File: src/rtl/parity_serial_rx_pkg.sv
// ---------------------------------------------------------------------------
// parity_rx_defs -- shared definitions for the parity serial receiver.
//
// Contents:
//   rx_state_t        receiver FSM state encoding
//   DEF_CLKS_PER_BIT  default clock cycles per serial bit
//   DEF_DATA_W        default data bits per frame
//   DEF_PARITY_ODD    default parity sense (0 = even, 1 = odd)
// ---------------------------------------------------------------------------
package parity_rx_defs;

    typedef enum logic [2:0] {
        ST_IDLE      = 3'd0,
        ST_START     = 3'd1,
        ST_DATA      = 3'd2,
        ST_PARITY    = 3'd3,
        ST_STOP      = 3'd4,
        ST_WAIT_IDLE = 3'd5
    } rx_state_t;

    localparam int DEF_CLKS_PER_BIT = 4;
    localparam int DEF_DATA_W       = 8;
    localparam int DEF_PARITY_ODD   = 0;

endpackage

File: src/rtl/parity_serial_rx_sync.sv
// ---------------------------------------------------------------------------
// sync_2ff -- two-flop synchronizer for a single asynchronous input bit.
//
// Ports:
//   i_clk  destination clock
//   i_rst  synchronous active-high reset; both flops load RESET_VAL
//   i_d    asynchronous input
//   o_q    synchronized output (two cycles of latency)
// ---------------------------------------------------------------------------
module sync_2ff #(
    parameter logic RESET_VAL = 1'b1
) (
    input  logic i_clk,
    input  logic i_rst,
    input  logic i_d,
    output logic o_q
);

    logic r_meta;
    logic r_sync;

    // NOTE: non-blocking assignments make both flops sample on the same edge;
    // blocking here would collapse the chain into a single flop.
    always_ff @(posedge i_clk) begin
        if (i_rst) begin
            r_meta <= RESET_VAL;
            r_sync <= RESET_VAL;
        end else begin
            r_meta <= i_d;
            r_sync <= r_meta;
        end
    end

    assign o_q = r_sync;

endmodule

File: src/rtl/parity_serial_rx.sv
// ---------------------------------------------------------------------------
// parity_serial_rx -- oversampled serial receiver with parity and stop check.
//
// Frame: start(0), DATA_W data bits LSB first, parity bit, stop(1).
//
// Ports:
//   i_clk          single rising-edge clock
//   i_rst          synchronous active-high reset
//   i_rx           serial line, idle high, asynchronous to i_clk
//   o_data         last received data word (held until the next o_valid)
//   o_valid        one-cycle pulse marking a completed frame
//   o_parity_err   parity mismatch on the last frame
//   o_frame_err    stop bit sampled low on the last frame
//   o_busy         high whenever the FSM is not IDLE
// ---------------------------------------------------------------------------
module parity_serial_rx
    import parity_rx_defs::*;
#(
    parameter int CLKS_PER_BIT = DEF_CLKS_PER_BIT,
    parameter int DATA_W       = DEF_DATA_W,
    parameter int PARITY_ODD   = DEF_PARITY_ODD
) (
    input  logic              i_clk,
    input  logic              i_rst,
    input  logic              i_rx,
    output logic [DATA_W-1:0] o_data,
    output logic              o_valid,
    output logic              o_parity_err,
    output logic              o_frame_err,
    output logic              o_busy
);

    localparam int CNT_W = (CLKS_PER_BIT > 2) ? $clog2(CLKS_PER_BIT) : 1;
    localparam int IDX_W = (DATA_W > 1) ? $clog2(DATA_W) : 1;

    localparam logic [CNT_W-1:0] CNT_MID  = CNT_W'(CLKS_PER_BIT / 2 - 1);
    localparam logic [CNT_W-1:0] CNT_LAST = CNT_W'(CLKS_PER_BIT - 1);
    localparam logic [IDX_W-1:0] IDX_LAST = IDX_W'(DATA_W - 1);
    localparam logic             PAR_REF  = (PARITY_ODD != 0);

    logic              w_rx_s;

    rx_state_t         r_state;
    logic [CNT_W-1:0]  r_cnt;
    logic [IDX_W-1:0]  r_idx;
    logic [DATA_W-1:0] r_shift;
    logic              r_par;
    logic [DATA_W-1:0] r_data;
    logic              r_valid;
    logic              r_parity_err;
    logic              r_frame_err;
    logic              r_busy;

    rx_state_t         w_state_nxt;
    logic [CNT_W-1:0]  w_cnt_nxt;
    logic [IDX_W-1:0]  w_idx_nxt;
    logic [DATA_W-1:0] w_shift_nxt;
    logic              w_par_nxt;
    logic              w_frame_done;

    sync_2ff #(
        .RESET_VAL (1'b1)
    ) u_sync (
        .i_clk (i_clk),
        .i_rst (i_rst),
        .i_d   (i_rx),
        .o_q   (w_rx_s)
    );

    // Next-state logic. The counter runs freely within a bit period and is
    // cleared at every bit centre, so every sample point lands mid-bit.
    // NOTE: every signal gets its hold value first so no path through the
    // case statement can leave one unassigned and infer a latch.
    always_comb begin
        w_state_nxt  = r_state;
        w_cnt_nxt    = r_cnt + CNT_W'(1);
        w_idx_nxt    = r_idx;
        w_shift_nxt  = r_shift;
        w_par_nxt    = r_par;
        w_frame_done = 1'b0;

        unique case (r_state)
            ST_IDLE: begin
                w_cnt_nxt = '0;
                if (!w_rx_s) begin
                    w_state_nxt = ST_START;
                end
            end

            // Re-check the start bit half a bit later to reject glitches.
            ST_START: begin
                if (r_cnt == CNT_MID) begin
                    w_cnt_nxt = '0;
                    if (!w_rx_s) begin
                        w_state_nxt = ST_DATA;
                        w_idx_nxt   = '0;
                        w_par_nxt   = 1'b0;
                    end else begin
                        w_state_nxt = ST_IDLE;
                    end
                end
            end

            // LSB arrives first, so shift in from the top.
            ST_DATA: begin
                if (r_cnt == CNT_LAST) begin
                    w_cnt_nxt   = '0;
                    w_shift_nxt = {w_rx_s, r_shift[DATA_W-1:1]};
                    w_par_nxt   = r_par ^ w_rx_s;
                    if (r_idx == IDX_LAST) begin
                        w_state_nxt = ST_PARITY;
                    end else begin
                        w_idx_nxt = r_idx + IDX_W'(1);
                    end
                end
            end

            ST_PARITY: begin
                if (r_cnt == CNT_LAST) begin
                    w_cnt_nxt   = '0;
                    w_par_nxt   = r_par ^ w_rx_s;
                    w_state_nxt = ST_STOP;
                end
            end

            // A low stop bit means the line may be held in break; wait for
            // it to return high before hunting for the next start bit.
            ST_STOP: begin
                if (r_cnt == CNT_LAST) begin
                    w_cnt_nxt    = '0;
                    w_frame_done = 1'b1;
                    w_state_nxt  = w_rx_s ? ST_IDLE : ST_WAIT_IDLE;
                end
            end

            ST_WAIT_IDLE: begin
                w_cnt_nxt = '0;
                if (w_rx_s) begin
                    w_state_nxt = ST_IDLE;
                end
            end

            default: begin
                w_state_nxt = ST_IDLE;
                w_cnt_nxt   = '0;
            end
        endcase
    end

    // State and output registers. Outputs only change on frame completion,
    // so partial shift contents never reach o_data.
    // NOTE: the shift register and parity accumulator are reset too, so a
    // frame aborted by reset leaves no stale bits behind.
    always_ff @(posedge i_clk) begin
        if (i_rst) begin
            r_state      <= ST_IDLE;
            r_cnt        <= '0;
            r_idx        <= '0;
            r_shift      <= '0;
            r_par        <= 1'b0;
            r_data       <= '0;
            r_valid      <= 1'b0;
            r_parity_err <= 1'b0;
            r_frame_err  <= 1'b0;
            r_busy       <= 1'b0;
        end else begin
            r_state <= w_state_nxt;
            r_cnt   <= w_cnt_nxt;
            r_idx   <= w_idx_nxt;
            r_shift <= w_shift_nxt;
            r_par   <= w_par_nxt;
            r_busy  <= (w_state_nxt != ST_IDLE);
            r_valid <= w_frame_done;
            if (w_frame_done) begin
                r_data       <= r_shift;
                r_parity_err <= (r_par != PAR_REF);
                r_frame_err  <= ~w_rx_s;
            end
        end
    end

    assign o_data       = r_data;
    assign o_valid      = r_valid;
    assign o_parity_err = r_parity_err;
    assign o_frame_err  = r_frame_err;
    assign o_busy       = r_busy;

endmodule

File: config.mk
export PLATFORM = sky130hd
export DESIGN_NAME = parity_serial_rx
export DESIGN_NICKNAME = d
export VERILOG_FILES = /design/src/rtl/parity_serial_rx_pkg.sv /design/src/rtl/parity_serial_rx_sync.sv /design/src/rtl/parity_serial_rx.sv
export SDC_FILE = /design/constraint.sdc
export NUM_CORES = 1
export LEC_CHECK = 0
export CAP_MARGIN = 5
export CORE_MARGIN = 1.5
export CORE_UTILIZATION = 54
export CTS_CLUSTER_DIAMETER = 60
export DETAILED_ROUTE_END_ITERATION = 16
export GPL_TIMING_DRIVEN = 0
export PLACE_DENSITY = 0.77
export SYNTH_ARGS = -nofsm -noshare
export SYNTH_HDL_FRONTEND = slang
export SYNTH_SLANG_ARGS = --single-unit
export TNS_END_PERCENT = 1
File: constraint.sdc
create_clock -name i_clk -period 2.6 [get_ports i_clk]
set_clock_uncertainty 0.2 [all_clocks]
set_input_delay 0.65 -clock i_clk [delete_from_list [all_inputs] [get_ports i_clk]]
set_output_delay 0.65 -clock i_clk [all_outputs]
set_load 0.02 [all_outputs]
* After elaboration in Yosys (flattened, before gate mapping)
Index checks and enable logic that the tools add are counted.
** Word-level totals
- Register bits :: 31
- Latch bits :: 0
- Memory bits (writable) :: 0
- ROM bits :: 0
- Input port bits :: 3
- Output and inout bits :: 12
- Memories kept :: 0
** Operators by class
- Add/sub/neg operators :: 2
- $mul :: 0
- Divide/modulo/power cells :: 0
- Magnitude comparators :: 0
- Equality and inequality tests :: 13
- Shift-type cells :: 0
- Multiplexer cells :: 24
- Bitwise operators :: 2
- Reduce and logical (&&, ||, !) cells :: 9
** Operator list (number)
- 3-bit 2-to-1 mux :: 12
- 3-bit case mux with 6 select lines :: 1
- 3-bit equality test (second input constant) :: 3
- 2-bit inequality test (second input constant) :: 4
- 3-bit by 2-bit equality test with 1-bit output (second input constant) :: 2
- 2-bit 2-to-1 mux :: 3
- 3-bit case mux with 2 select lines :: 1
- 1-bit 2-to-1 mux :: 5
- 5-bit AND reduction :: 1
- 2-bit case mux with 2 select lines :: 1
- 4-bit AND reduction :: 1
- 2-bit nonzero test :: 2
- 3-bit by 1-bit adder with 3-bit output (second input constant) :: 1
- 3-bit by 1-bit equality test with 1-bit output (second input constant) :: 1
- 3-bit zero test :: 1
- 3-bit nonzero test :: 1
- 3-bit OR reduction :: 1
- 2-bit by 1-bit adder with 2-bit output (second input constant) :: 1
- 2-bit by 1-bit equality test with 1-bit output (second input constant) :: 1
- 2-bit equality test (second input constant) :: 1
- 2-bit by 1-bit inequality test with 1-bit output (second input constant) :: 1
- 1-bit case mux with 2 select lines :: 1
- 2-bit AND reduction :: 1
- 2-bit OR reduction :: 1
- 2 further kinds :: 2

* Logic depth before layout (Yosys ltp)
Gate-level depths: netlist (run 1).
- Depth in word-level cells :: 5
- Mapped depth :: 7

* Modules after synthesis
Synthesis (run 1) repeated with hierarchy kept, for this count alone.
** Unflattened totals
- Cells, all modules :: 158
- Area, all modules :: 1325.0 sq um
** By module, submodules not included
- parity_serial_rx :: instances 1, cells an instance 154, area each 1272.5 sq um, sequential area each 580.6 sq um
- sync_2ff :: instances 1, cells an instance 4, area each 52.6 sq um, sequential area each 40.0 sq um

* Least setup slack after synthesis (run 1)
OpenSTA, ideal clock, no wires.
- Path kind :: register -> register
- From :: register r_cnt[0]
- To :: register r_idx[0]
- Library setup time :: 128 ps
- Data arrival time :: 1479 ps
- Required time :: 2272 ps
- Setup slack :: 794 ps
- Cell stages (with the launch flop) :: 7
- Buffers on the path :: 1
- Period minus slack after synthesis :: 1806 ps
- Path through :: dfxtp_1 > ha_1 > clkbuf_1 > nand4bb_1 > a221oi_4 > mux2i_1 > nor2_1
** Between the ends
- Word-level cells in the longest chain between the ends :: 3
- Elaborated cells on any way between the ends :: 5
** Ends and longest elaborated chain
- start: declaration :: line parity_serial_rx.sv:44 : logic [CNT_W-1:0] r_cnt;
- start signal: assignment :: line parity_serial_rx.sv:168 : r_cnt <= w_cnt_nxt;
- 2-bit equality test or 2-bit by 1-bit equality test with 1-bit output (tied branches) :: line parity_serial_rx.sv:106, parity_serial_rx.sv:92
- 2-bit inequality test (no line)
- 5-bit AND reduction (no line) *
- end signal: assignment :: line parity_serial_rx.sv:169 : r_idx <= w_idx_nxt;
- end: declaration :: line parity_serial_rx.sv:45 : logic [IDX_W-1:0] r_idx;
Mark *: on every way between the ends. The rest lies on a longest branch, timed or not.
A chain may end at the register's enable or synchronous reset.

* Final worst setup path (run 1)
- From :: register r_data[4], in the netlist o_data[4]
- To :: output o_data[4]
** RTL lines
- start: declaration :: line parity_serial_rx.sv:48 : logic [DATA_W-1:0] r_data;
- start signal: assignment :: line parity_serial_rx.sv:175 : r_data <= r_shift;
- end: declaration :: line parity_serial_rx.sv:26 : output logic [DATA_W-1:0] o_data,
No word-level cell between the ends.

==> results_dict.tcl, run 1 <==
set metrics [dict create \
    critical_path_peak_fanout 2 \
    synthArstFlopShare_pct 0 \
    slew_violations 0 \
    nets 180 \
    syn-num-nets 159 \
    crit_arrival_ns 1.29 \
    syn_area_um2 1350 \
    drt_iter0_drc 16 \
    rsz0062_at_grt "no" \
    cts_resized 0 \
    min-delay-path-class "register to register" \
    postCtsHoldBufs 0 \
    leakage_nw 0.544 \
    avgViaCountPerCell 5.29 \
    portBuffers 14 \
    synth_cell_types 32 \
    crit_path_cell_trace "clkdlybuf4s50_1" \
    max_slew_margin_pct 68.7 \
    first_pass_iters 4 \
    status "finished clean" \
    period_minus_slack_ns 2.14 \
    grt_pass1_vias 982 \
    vias 1064 \
    max_freq_mhz 468 \
    cts_tree "built" \
    overflow 0 \
    num_rows 17 \
    multi_input_area_um2 662 \
    cts_max_path_buffers 2 \
    maxCapViolations 0 \
    clock_sinks 31 \
    wire_per_inst_um 12.8 \
    tns_ns 0 \
    io_pins 15 \
    detailed_place_hpwl_um 1820 \
    htreeDepth 2 \
    die_y_um 53.0 \
    yosys_register_bits 31 \
    clkSlewWorstSetupHoldPaths_ns 0.09 \
    period_share_pct 82.2 \
    powerDensity_nw_per_um2 493 \
    fin_util_pct 68.6 \
    drtAntennaViolNets 0 \
    start_kind "register" \
    core_area_um2 2300 \
    drive_above_1_share_pct 9.25 \
    crit_type "register to output port" \
    worstSkewPairLatency_ns 0.32 \
    postSynthCellCount 151 \
    area_growth_pct 16.7 \
    root_buffer "clkbuf_4" \
    critPathTopFamily "buffers and inverters" \
    grt_pass1_wl_um 4330 \
    end_kind "output port" \
    setup_viol 0 \
    seq_area_um2 621 \
    postCtsSetupBuffers 0 \
    slowest_delay_ns 0.62 \
    fill_cells 195 \
    critPathSlowestCell "clkdlybuf4s50_1" \
    yosys_warnings 0 \
    route.detailed.drc 0 \
    power_w 0.000778 \
    cts_made_buffers 5 \
    grt_usage_pct 21.6 \
    yosysSeqAreaShare_pct 45.9 \
    synth_edf_count 0 \
    gp_congestion 0.851 \
    grt_max_degree 11 \
    finalWirelength_um 2580 \
    vdd_drop_max_mv 0.389 \
    crit_buf_inv 1 \
    diodes 0 \
    synth_top_flop_cell "dfxtp_1" \
    tightestPinTransition_ns 0.470 \
    die_x_um 53.0 \
    die_area_um2 2810 \
    start_util_pct 58.8 \
    antenna_found_initial 0 \
    required_ns 1.75 \
    hold_viol_final 0 \
    synth.avg_cell_area_um2 8.95 \
]
[through the flow]
stage	cell area, µm²	hold WS (ns)	instances	setup slack (ns)
after floorplan	1350	0.189	151	0.794
after global placement	1530	0.194	193	0.241
after detailed placement	1530	0.197	193	0.204
after CTS	1580	0.236	201	0.438
after global routing	1580	0.248	201	0.404
final	1580	0.233	201	0.463
[sequential cells by signal, indices dropped and copies added, names as in the netlist, 2 cells and up]
name / flops
o_data: 8
r_cnt: 2
r_idx: 3
r_shift: 8
r_state: 3
[synthesized netlist by cell type (2+ instances only)]
cell / number / area (µm²)
or2_2: 2 / 12.5
inv_1: 5 / 18.8
buf_2: 4 / 20.0
nand2_1: 19 / 71.3
a31oi_1: 2 / 12.5
clkbuf_1: 5 / 18.8
a211oi_1: 2 / 15.0
nor3_1: 3 / 15.0
nor2b_1: 3 / 18.8
nor2_1: 17 / 63.8
a21oi_1: 15 / 75.1
a2bb2oi_1: 2 / 17.5
ha_1: 5 / 62.6
or3_1: 2 / 12.5
nand2b_1: 6 / 37.5
dfxtp_1: 31 / 621
nand3_1: 3 / 15.0
mux2i_1: 9 / 90.1
o21ai_0: 3 / 15.0
[layer usage]
layer	routed length, µm	track usage [%]	share of wire, %
met5	0	0	0
met1	1230	26.5	47
met4	29	8.97	1.1
met2	1220	35.2	47
met3	107	5.93	4.1
[final cells by class]
class / count / area share (%)
Timing Repair Buffer: 14 / 8.89
Clock buffer: 7 / 2.86
Multi-Input combinational cell: 105 / 42.0
Inverter: 5 / 1.19
Tap cell: 28 / 2.22
Clock inverter: 1 / 0.317
Sequential cell: 31 / 39.4
Buffer: 10 / 3.17
[cell usage in the layout (no fill, tap or decap), drive strengths merged]
master         count
a221oi             1
nand2b             6
dfxtp             31
nand2             19
o21ai              3
or2                2
nor4bb             1
inv                5
o31a               1
clkbuf            12
nand3              3
a32oi              1
and2               1
or3b               2
or3                2
nor2              18
buf                5
clkdlybuf4s50     14
mux2i              9
a2bb2oi            2
nor4b              1
a21oi             15
ha                 5
a211oi             2
nand4bb            1
xor2               1
nor2b              3
o211ai             1
a31oi              2
nor3               3
clkinv             1
[final timing paths]
| kind | to | cells after the start | slack (ns) | startpoint |
|---|---|---|---|---|
| setup / recovery | o_data[4] | 1 | 0.46 | o_data[4] |
| hold reg to reg | u_sync.o_q | 1 | 0.23 | u_sync.r_meta |
| hold / removal | u_sync.o_q | 1 | 0.23 | u_sync.r_meta |
| setup reg to reg | r_idx[0] | 6 | 0.58 | r_cnt[0] |
[cell families (layout without fill, tap and decap cells)]
kind of cell | after synthesis | count (layout) | share of synthesized area (%)
AO/OA/AOI/OAI | 28 | 28 | 13.8
multiplexers | 9 | 9 | 6.67
XOR/XNOR | 1 | 1 | 0.648
AND/OR/NAND/NOR | 62 | 62 | 23.2
flip-flops | 31 | 31 | 45.9
buffers and inverters | 15 | 37 | 5.09
adder cells (fa/ha/maj) | 5 | 5 | 4.63
[power breakdown]
part,internal (W),switching [W]
sequential,0.000478,0.00000217
clock,0.000105,0.000159
combinational,0.0000143,0.0000190
Note: power is estimated with default switching activity, not from simulation.
==> run 2: changes to the inputs <==
==> constraint.sdc (replaced) <==
create_clock -name i_clk -period 2.15 [get_ports i_clk]
set_clock_uncertainty 0.2 [all_clocks]
set_input_delay 0.5375 -clock i_clk [delete_from_list [all_inputs] [get_ports i_clk]]
set_output_delay 0.5375 -clock i_clk [all_outputs]
set_load 0.02 [all_outputs]
==> results_dict.tcl, run 2 (synthesis gave the netlist of run 1 again) <==
set metrics [dict create \
    status "finished clean" \
    m1WireLength_um 1230 \
    clock_sinks 31 \
    dr_wl_met2_um 1210 \
    vdd_drop_max_mv 0.470 \
    fin_ws_ns 0.126 \
    diodes 0 \
    io_pins 15 \
    wire_per_inst_um 12.9 \
    htreeDepth 2 \
    leakage_nw 0.542 \
    cts_max_path_buffers 2 \
    grt_pass1_vias 982 \
    nets 179 \
    gp_congestion 0.851 \
    period_share_pct 94.1 \
    worstSkewPairLatency_ns 0.32 \
    start_kind "register" \
    core_area_um2 2300 \
    period_minus_slack_ns 2.02 \
    p_int_w 0.000723 \
    die_area_um2 2810 \
    setup_viol 0 \
    critical_path_peak_fanout 2 \
    min-delay-path-class "register to register" \
    final_cell_mix "dfxtp_1, nand2_1, nor2_1, a21oi_1, clkdlybuf4s50_1" \
    max_slew_margin_pct 68.8 \
    r2r_slack_ns 0.18 \
    drtAntennaViolNets 0 \
    crit_path_cell_trace "clkdlybuf4s50_1" \
    cts_made_buffers 5 \
    slowest_delay_ns 0.62 \
    postCtsSetupBuffers 0 \
    drt_iter0_drc 17 \
    area_growth_pct 16.4 \
    critPathTopFamily "buffers and inverters" \
    vias 1061 \
    grt_usage_pct 21.6 \
    end_kind "output port" \
    cts_tree "built" \
    detailed_place_hpwl_um 1820 \
    clkSlewWorstSetupHoldPaths_ns 0.09 \
    max_freq_mhz 494 \
    finalWirelength_um 2580 \
    top_layer "met4" \
    combPwrFrac_pct 4.3 \
    die_y_um 53.0 \
    die_x_um 53.0 \
    layout_commonest_cell "dfxtp_1" \
    crit_type "register to output port" \
    cts_resized 0 \
    slew_violations 0 \
    drive_above_1_share_pct 9.30 \
    rsz0062_at_grt "no" \
    wl_met3_um 105 \
    crit_arrival_ns 1.29 \
    powerDensity_nw_per_um2 598 \
    pre_cts_slack_ns -0.134 \
    pwr-share-clk_pct 34.0 \
    overflow 0 \
    root_buffer "clkbuf_4" \
    swShare_pct 23.1 \
    route.detailed.drc 0 \
    antenna_found_initial 0 \
    num_rows 17 \
    fin_util_pct 68.5 \
    postCtsHoldBufs 0 \
    avgViaCountPerCell 5.31 \
    maxCapViolations 0 \
    tightestPinTransition_ns 0.468 \
    required_ns 1.41 \
    crit_buf_inv 1 \
    power.switching_w 0.000218 \
    p_seq_share_pct 61.8 \
    start_util_pct 58.8 \
    grt_pass1_wl_um 4330 \
    grt_max_degree 11 \
    hold_viol_final 0 \
    first_pass_iters 4 \
    fill_cells 197 \
    portBuffers 14 \
    critPathSlowestCell "clkdlybuf4s50_1" \
]
[run 2: changes by cell type in the layout (fill, tap and decap cells not counted)]
| cell | before | now |
|---|---|---|
| clkbuf_1 | 7 | 6 |
[run 2: power by group through the flow]
stage	logic (W)	registers [W]	clock network [W]
2_1_floorplan	0.0000258	0.000595	0
3_3_place_gp	0.0000390	0.000594	0
3_5_place_dp	0.0000394	0.000594	0
4_1_cts	0.0000400	0.000581	0.000324
5_1_grt	0.0000437	0.000582	0.000350
6_report	0.0000401	0.000581	0.000320
[run 2: layer usage]
layer	vias up	GRT usage, %
met3	5	5.93
met5	-	0
met1	485	26.5
li1	551	-
met2	20	35.2
met4	0	8.97
[run 2: worst register-to-register path: stages, from the launching register on]
cell and delay, ns:
dfxtp_1 0.34, ha_1 0.20, ha_1 0.20, nand4bb_1 0.26, a221oi_4 0.37, mux2i_1 0.22
nor2_1 0.05
[run 2: final timing paths]
path	from	endpoint	depth (start not counted)
setup / recovery	o_data[4]	o_data[4]	1
hold / removal	u_sync.r_meta	u_sync.o_q	1
setup reg to reg	r_idx[0]	r_idx[0]	6
hold reg to reg	u_sync.r_meta	u_sync.o_q	1
[run 2: area by class of cell]
class,instances,area [µm²],area share (%)
multi-input combinational,105,662,42.1
buffer,9,46.3,2.94
inverter,5,18.8,1.19
sequential,31,621,39.5
clock inverter,1,5.00,0.318
timing repair buffer,14,140,8.91
tap,28,35.0,2.23
clock buffer,7,45.0,2.86
[run 2: metrics by stage]
| step | std cells | power [W] | hold WS, ns | instance area [µm²] | TNS [ns] |
|---|---|---|---|---|---|
| 6_report | 200 | 0.000941 | 0.233 | 1570 | 0 |
| 5_1_grt | 200 | 0.000976 | 0.248 | 1570 | 0 |
| 3_5_place_dp | 193 | 0.000633 | 0.197 | 1530 | -1.12 |
| 3_3_place_gp | 193 | 0.000633 | 0.194 | 1530 | -0.928 |
| 2_1_floorplan | 151 | 0.000621 | 0.189 | 1350 | 0 |
| 4_1_cts | 201 | 0.000944 | 0.236 | 1580 | 0 |
